$ cat config.mk
export PLATFORM = sky130hd
export DESIGN_NAME = detect_event_logger
export DESIGN_NICKNAME = d
export VERILOG_FILES = /design/src/rtl/detect_event_logger_pkg.sv /design/src/rtl/detect_event_logger_evt_fifo.sv /design/src/rtl/detect_event_logger.sv
export SDC_FILE = /design/constraint.sdc
export NUM_CORES = 1
export LEC_CHECK = 0
export CAP_MARGIN = 10
export CELL_PAD_IN_SITES_DETAIL_PLACEMENT = 1
export CELL_PAD_IN_SITES_GLOBAL_PLACEMENT = 1
export CORE_MARGIN = 2
export CORE_UTILIZATION = 31
export CTS_BUF_LIST = sky130_fd_sc_hd__clkbuf_4 sky130_fd_sc_hd__clkbuf_8
export CTS_CLUSTER_DIAMETER = 120
export DETAILED_ROUTE_END_ITERATION = 12
export HOLD_SLACK_MARGIN = 0.08
export PLACE_DENSITY_LB_ADDON = 0.08
export RECOVER_POWER = 50
export REMOVE_ABC_BUFFERS = 1
export SLEW_MARGIN = 20
export SYNTH_ARGS = -nofsm -noshare
export SYNTH_HDL_FRONTEND = slang
export SYNTH_HIERARCHICAL = 1
export SYNTH_SLANG_ARGS = --single-unit
$ cat constraint.sdc
create_clock -name clk -period 7.6 [get_ports clk]
set_input_delay 1.9 -clock clk [delete_from_list [all_inputs] [get_ports clk]]
set_output_delay 1.9 -clock clk [all_outputs]
set_load 0.02 [all_outputs]
$ cat src/rtl/detect_event_logger_pkg.sv
// Shared definitions for the detection event logger: detector state encoding,
// default geometry and FIFO entry layout ({ovf, ts}, ovf at the MSB).
package detect_event_logger_pkg;

  typedef enum logic [2:0] {
    DET_IDLE  = 3'd0,
    DET_0     = 3'd1,
    DET_01    = 3'd2,
    DET_011   = 3'd3,
    DET_0111  = 3'd4,
    DET_01110 = 3'd5
  } det_state_e;

  localparam int unsigned TS_W_DEF  = 16;
  localparam int unsigned DEPTH_DEF = 4;
  localparam int unsigned CNT_W_DEF = 8;

  function automatic int unsigned entry_width(input int unsigned ts_w);
    return ts_w + 1;
  endfunction

endpackage

$ cat src/rtl/detect_event_logger_evt_fifo.sv
// Synchronous first-word-fall-through FIFO; pointers carry one extra bit so
// full and empty are distinguishable. A pop frees a slot for a same-cycle push.
module evt_fifo #(
  parameter int unsigned WIDTH = 17,
  parameter int unsigned DEPTH = 4
) (
  input  logic             clk,
  input  logic             rst_n,
  input  logic             push_i,
  input  logic [WIDTH-1:0] wdata_i,
  input  logic             pop_i,
  output logic [WIDTH-1:0] rdata_o,
  output logic             full_o,
  output logic             empty_o
);

  localparam int unsigned AW = (DEPTH > 1) ? $clog2(DEPTH) : 1;

  logic [AW:0]      wptr_q, rptr_q;
  logic [AW:0]      wptr_d, rptr_d;
  logic [WIDTH-1:0] mem_q [DEPTH];
  logic             do_push, do_pop;

  assign empty_o = (wptr_q == rptr_q);
  assign full_o  = (wptr_q[AW] != rptr_q[AW]) && (wptr_q[AW-1:0] == rptr_q[AW-1:0]);
  assign do_pop  = pop_i && !empty_o;
  assign do_push = push_i && (!full_o || do_pop);
  assign rdata_o = mem_q[rptr_q[AW-1:0]];

  always_comb begin
    wptr_d = wptr_q;
    rptr_d = rptr_q;
    if (do_push) wptr_d = wptr_q + 1'b1;
    if (do_pop)  rptr_d = rptr_q + 1'b1;
  end

  always_ff @(posedge clk or negedge rst_n) begin
    if (!rst_n) begin
      wptr_q <= '0;
      rptr_q <= '0;
    end else begin
      wptr_q <= wptr_d;
      rptr_q <= rptr_d;
    end
  end

  always_ff @(posedge clk) begin
    if (do_push) mem_q[wptr_q[AW-1:0]] <= wdata_i;
  end

endmodule

$ cat src/rtl/detect_event_logger.sv
// Timestamps detector Z pulses into an FWFT FIFO drained by valid/ready.
// Define DETECT_LOG_DROPCNT_EN to build the saturating drop counter.
module detect_event_logger
  import detect_event_logger_pkg::*;
#(
  parameter int unsigned TS_W  = TS_W_DEF,
  parameter int unsigned DEPTH = DEPTH_DEF,
  parameter int unsigned CNT_W = CNT_W_DEF
) (
  input  logic             clk,
  input  logic             clr,
  input  logic             en,
  input  logic             z_in,
  output logic             evt_valid,
  input  logic             evt_ready,
  output logic [TS_W-1:0]  evt_ts,
  output logic             evt_ovf,
  output logic [CNT_W-1:0] drop_cnt
);

  localparam int unsigned EW = entry_width(TS_W);

  logic [TS_W-1:0] ts_q, ts_d;
  logic            pend_q, pend_d;
  logic [EW-1:0]   head;
  logic            full, empty;
  logic            capture, pop, slot, push, drop;

  assign capture = en && z_in;
  assign pop     = evt_valid && evt_ready;
  assign slot    = !full || pop;
  assign push    = capture && slot;
  assign drop    = capture && !slot;

  evt_fifo #(
    .WIDTH (EW),
    .DEPTH (DEPTH)
  ) u_fifo (
    .clk     (clk),
    .rst_n   (clr),
    .push_i  (push),
    .wdata_i ({pend_q, ts_q}),
    .pop_i   (pop),
    .rdata_o (head),
    .full_o  (full),
    .empty_o (empty)
  );

  assign evt_valid = !empty;
  assign evt_ts    = evt_valid ? head[TS_W-1:0] : '0;
  assign evt_ovf   = evt_valid && head[EW-1];

  always_comb begin
    ts_d   = ts_q;
    pend_d = pend_q;
    if (en)   ts_d   = ts_q + 1'b1;
    if (push) pend_d = 1'b0;
    if (drop) pend_d = 1'b1;
  end

  always_ff @(posedge clk or negedge clr) begin
    if (!clr) begin
      ts_q   <= '0;
      pend_q <= 1'b0;
    end else begin
      ts_q   <= ts_d;
      pend_q <= pend_d;
    end
  end

`ifdef DETECT_LOG_DROPCNT_EN
  logic [CNT_W-1:0] cnt_q, cnt_d;

  always_comb begin
    cnt_d = cnt_q;
    if (drop && (cnt_q != '1)) cnt_d = cnt_q + 1'b1;
  end

  always_ff @(posedge clk or negedge clr) begin
    if (!clr) cnt_q <= '0;
    else      cnt_q <= cnt_d;
  end

  assign drop_cnt = cnt_q;
`else
  assign drop_cnt = '0;
`endif

endmodule
==> Word level (Yosys, flattened, before mapping) <==
Memories as Yosys holds them, arrays and structs flattened.
Cells that the tools add are included.
W data, S select, Z words.
{ "word_totals": {"ramBits": 68, "out_inout_bits": 26, "input_bits": 5, "regBits": 23, "memories": 1} }
{ "classes": {"n_mux": 5, "n_reduce_logical": 14, "n_addsub": 3, "n_eq_ne": 3} }
{ "memory_table": {"columns": ["name", "depth", "width", "read_ports", "rd_ports_with_merged_regs", "wr", "line", "text"], "rows": [
  ["u_fifo.mem_q", 4, 17, 1, 0, 1, "detect_event_logger_evt_fifo.sv:21", "logic [WIDTH-1:0] mem_q [DEPTH];"]
]} }
{ "op_table": {"columns": ["operator", "n"], "rows": [
  ["$add A16 B1 Y16 const B", 1],
  ["$mux W16", 1],
  ["$logic_and A1 B1 Y1", 8],
  ["$add A3 B1 Y3 const B", 2],
  ["$mux W1", 4],
  ["$eq A3 B3 Y1", 1],
  ["$logic_not A1 Y1", 3],
  ["$eq A2 B2 Y1", 1],
  ["$logic_or A1 B1 Y1", 2],
  ["$reduce_bool A2 Y1", 1],
  ["$ne A1 B1 Y1", 1]
]} }

==> Longest topological paths before layout <==
{ "logic_depth": {"word_depth": 8, "mapped_depth": 10, "depth_no_buf": 7} }

==> By module <==
Netlist, hierarchy kept.
{ "modules_own_cells": {"columns": ["module", "seq_area_each_um2", "area_per_inst_um2", "cells_per_inst", "instances"], "rows": [
  ["evt_fifo", 2192.1, 2911.5, 135, 1],
  ["detect_event_logger", 425.4, 979.7, 96, 1]
]} }

==> Worst setup path before layout <==
No wires, ideal clock.
{ "synth_path": {"path_kind": "register -> output", "from": "register u_fifo.rptr_q[1]", "to": "output evt_valid", "t_required_ps": 5700, "stages_incl_launch_ff": 7, "path_buffers": 3, "slack_ps": 3785, "arrival_ps": 1915, "cell_sequence": "dfrtp_1 buf_6 xor2_1 buf_2 nor3_1 clkbuf_1 inv_1"} }
{ "synth_between": {"elab_chain_len": 2} }
{ "synth_rtl": {"columns": ["item", "line", "text"], "rows": [
  ["start: declaration", "detect_event_logger_evt_fifo.sv:19", "logic [AW:0] wptr_q, rptr_q;"],
  ["start signal: assignment", "detect_event_logger_evt_fifo.sv:43", "rptr_q <= rptr_d;"],
  ["$eq A3 B3 Y1", "detect_event_logger_evt_fifo.sv:24", "assign empty_o = (wptr_q == rptr_q);"],
  ["named net empty", "detect_event_logger.sv:26", "logic full, empty;"],
  ["$logic_not A1 Y1", "detect_event_logger.sv:49", "assign evt_valid = !empty;"],
  ["end: declaration", "detect_event_logger.sv:14", "output logic evt_valid,"]
]} }
The timed path passes the listed nets, and every way through them passes these cells.

==> Worst setup path in the final report <==
{ "layout_path": {"from": "register u_fifo.rptr_q[1]", "to": "output evt_ts[11]"} }
{ "layout_between": {"elab_chain_len": 2, "word_cells_on_any_way": 3, "classes_between": "1 x eq/ne; 1 x mux; 1 x memory"} }
{ "layout_rtl": {"columns": ["item", "line", "text"], "rows": [
  ["$eq A3 B3 Y1", "detect_event_logger_evt_fifo.sv:24", null],
  ["named net empty", "detect_event_logger.sv:26", null],
  ["$mux W16", "detect_event_logger.sv:50", "assign evt_ts = evt_valid ? head[TS_W-1:0] : '0;"],
  ["end: declaration", "detect_event_logger.sv:16", "output logic [TS_W-1:0] evt_ts,"]
]} }
The timed path passes the listed nets, and every way through them passes these cells.

==> summary.md <==
| Metric | Value |
|---|---|
| Vias in the first global route | `a little over 2,000` |
| Die Area | `0.0135 sq mm` |
| Placed instance area | `around 0.0043 sq mm` |
| Mean post-synth cell area | `between 15 and 20 sq um` |
| Worst setup SP type | `flip-flop` |
| Status | `finished clean` |
| Cell count after synthesis | `231` |
| Via/cell ratio | `approximately 4.5` |
| Mux contribution to synthesized area | `10.7%` |
| WL met2 | `around 3700 microns` |
| Count of hold-fix buffers inserted at cts | `0` |
| Root buffer cell | `clkbuf_8` |
| Power Total | `1.79 mW` |
| Distinct cells, synth | `36` |
| Die W | `between 100 and 150 microns` |
| Slowest stage delay, CP | `1.00 ns` |
| Gr usage total | `about an eighth` |
| LEAKAGE | `~1.5 nW` |
| Synthesized area | `just under 0.004 sq mm` |
| R2r worst-path depth | `6` |
| Complex-gate fraction of the synthesized area | `2.38%` |
| Hold path cells | `0` |
| DR iter-0 viols | `58` |
| Die height | `approximately 120 microns` |
| Port Buffers | `22` |
| Peak supply drop | `0.139 mV` |
| Fin area | `between 0.004 and 0.005 sq mm` |
| Power density cells | `a little over 400 mW/mm^2` |
| Worst slew pin tran | `between 1 and 1.5 ns` |
| Class of the worst hold path | `reg2reg` |
| Rel. slew slack | `6.77%` |
| Nets | `around 270` |
| XOR/XNOR share of the synthesized area | `~4.5%` |
| Overflow after GRT | `0` |
| Final ANT Viol Nets | `0` |
| Comb power frac | `between 40% and 50%` |
| Critical Path Sink Type | `output pin` |
| Post-CTS Setup Bufs | `0` |
| RePlAce Congestion | `roughly 0.68` |
| Max Buffers Root-to-Sink | `2` |
| Pint | `about 1.1 mW` |
| Highest clock rate | `approximately 0.2 GHz` |
| Setup violators final | `0` |
| WHS | `between 0.5 and 0.6 ns` |
| R2r setup slk | `~3.5 ns` |
| Worst setup path class | `reg2out` |
| CP cell instances | `xor2_1 > nor3_2 > buf_4 > nor2b_1 > clkdlybuf4s50_1` |
| Min Clock Period, post-route | `slightly above 5 ns` |
| Routed WL | `roughly 7500 microns` |
| Clk sink count | `91` |
| Final Cycle Share | `67.6%` |
| Max_cap viols | `0` |
| CTS tree | `done` |
| Via count | `~2,000` |
| Layout cell share with drive strength beyond 1 | `16.7%` |
| First-pass GRT wire length | `about 12,000 microns` |
| Ys Warns | `6` |
| Number of synthesized register bits | `91` |
| Util after Layout | `a little under two fifths` |
| Maximum number of pins on one net before global-route repair | `24` |
| Worst-path clk slew | `roughly 0.10 ns` |
| Crit path max-delay cell type | `dfrtp_1` |
| Highest Signal Layer | `met4` |
| Wl on met1 | `~3500 microns` |
| Routed wl met3 | `182 microns` |
| Main combinational cell family by area after synthesis | `multiplexers` |
| Post-synthesis simple-gate area fraction | `about a tenth` |
| Crit path max fanout | `20` |
| Clk_skew | `around 0.016 ns` |
| FFs w/ async S/R, synth | `between 20 and 30%` |
| Post-synth top flop | `edfxtp_1` |
| Detail Placement HPWL | `4410 microns` |
| Layout area overhead | `14.3%` |
| CTS Buf Count | `9` |
| Slew Limit Fails | `0` |
| Worst-skew pair later-pin latency | `roughly 0.36 ns` |
| WP data required | `roughly 5.7 ns` |
| Starting density of the core | `32.1%` |
| Sw frac | `a little over a third` |
| Antenna Diode Count | `0` |
| Post-synthesis sequential area ratio | `67.3%` |
| Num ports | `31` |
| Placement row count | `40` |
| EDFF count, synth | `68` |
| Post-CTS sizing | `0` |
| Wire per inst | `roughly 17 microns` |
| DRC viols | `0` |
| Hold Vio Cnt, Final | `0` |
| RSZ-0062 raised after global routing | `no` |
| Core area | `around 0.012 sq mm` |
| Clk pwr share | `about a fifth` |
| Initial antenna violation count | `0` |
| P_sw | `~650 uW` |
| Reg power frac | `roughly two fifths` |
| First-pass DRT Iterations | `4` |
| H-tree Lvls | `3` |
| Crit path arrival time | `3.23 ns` |
| Post-Synth Adder-Cell Area | `slightly below 2%` |
| Setup TNS | `0 ns` |
[layout make-up]
class	count	area, sq um
Inverter	7	26.3
Timing Repair Buffer	25	239
Fill cell	1248	7660
Clock buffer	10	138
Tap cell	168	210
Multi-Input combinational cell	124	1150
Sequential cell	91	2620
Clock inverter	6	63.8
[worst max-delay path: cells and delay by family, from the launching register on]
family | cells | cell delay [ns]
xor gates and xnor gates | 1 | 0.74
buffers and inverters | 2 | 0.87
DFF | 1 | 1.00
and+or+nand+nor | 2 | 0.24
[stage by stage]
stage / setup slack (ns) / cells
6_report: 2.47 / 431
5_1_grt: 2.26 / 431
4_1_cts: 2.36 / 431
3_5_place_dp: 2.77 / 415
3_3_place_gp: 2.83 / 415
2_1_floorplan: 3.05 / 222
[metal layers]
layer / up-vias / track usage, %
met5: - / 0
li1: 913 / -
met1: 1010 / 16.0
met4: 0 / 4.52
met3: 9 / 3.24
met2: 27 / 20.1
[state kept, by name, indices dropped and copies added, names as in the netlist]
signal         flops
u_fifo/mem_q      68
u_fifo/wptr_q      3
u_fifo/rptr_q      3
pend_q             1
ts_q              16
[synth_stat cells, drive strengths merged, types with 4 or more instances]
cell type  number  share of area (%)
ha              6                1.9
inv             7               0.68
nand3           4               0.51
nor4            4                1.3
xor2           13                2.9
edfxtp         68                 52
nor2b          17                2.7
dfrtp          23                 15
nand2          10               0.96
nand4           5                1.6
nor3            7               0.90
mux4           17                9.8
buf            13                2.3
xnor2           7                1.6
nor2            5               0.48
[final timing paths]
kind	from	to
min	pend_q$_DFFE_PN0P_	u_fifo/mem_q[2][16]$_DFFE_PP_
max in group asynchronous	clr	ts_q[6]$_DFFE_PN0P_
max reg2reg	u_fifo/rptr_q[1]$_DFFE_PN0P_	u_fifo/mem_q[2][0]$_DFFE_PP_
max	u_fifo/rptr_q[1]$_DFFE_PN0P_	evt_ts[11]
min in group asynchronous	clr	u_fifo/wptr_q[2]$_DFFE_PN0P_
min reg2reg	pend_q$_DFFE_PN0P_	u_fifo/mem_q[2][16]$_DFFE_PP_
[placed cells by master, fill, tap and decap left out, types with 2 or more instances in the layout]
cell type | synthesis | final
edfxtp_1 | 68 | 68
dfrtp_1 | 23 | 23
clkdlybuf4s50_1 | 0 | 20
nor2b_1 | 17 | 17
mux4_2 | 17 | 17
xor2_1 | 13 | 13
nand2_1 | 10 | 10
clkbuf_8 | 0 | 10
conb_1 | 1 | 8
inv_1 | 7 | 7
xnor2_1 | 7 | 7
nor3_1 | 7 | 6
ha_1 | 6 | 6
nor2_1 | 5 | 5
nand4_1 | 3 | 4
nand3_1 | 4 | 4
nor4_2 | 4 | 4
mux2_2 | 3 | 3
and3_1 | 3 | 3
dlygate4sd3_1 | 0 | 2
buf_4 | 8 | 2
or4_1 | 2 | 2
o31ai_1 | 2 | 2
[logic make-up after synthesis]
kind of cell | Yosys count
compound gates | 11
flops | 91
xor+xnor | 20
other cells | 1
fa+ha+maj | 6
simple gates | 59
mux | 20
buf+inv | 23
[power by group through the flow]
| stage | logic, mW | clock network, mW | registers (mW) |
|---|---|---|---|
| 2_1_floorplan | 0.430 | 0 | 0.746 |
| 3_3_place_gp | 0.731 | 0 | 0.759 |
| 3_5_place_dp | 0.733 | 0 | 0.762 |
| 4_1_cts | 0.736 | 0.345 | 0.751 |
| 5_1_grt | 0.781 | 0.366 | 0.761 |
| 6_report | 0.716 | 0.333 | 0.742 |
Power figures use the tool's default switching activity.
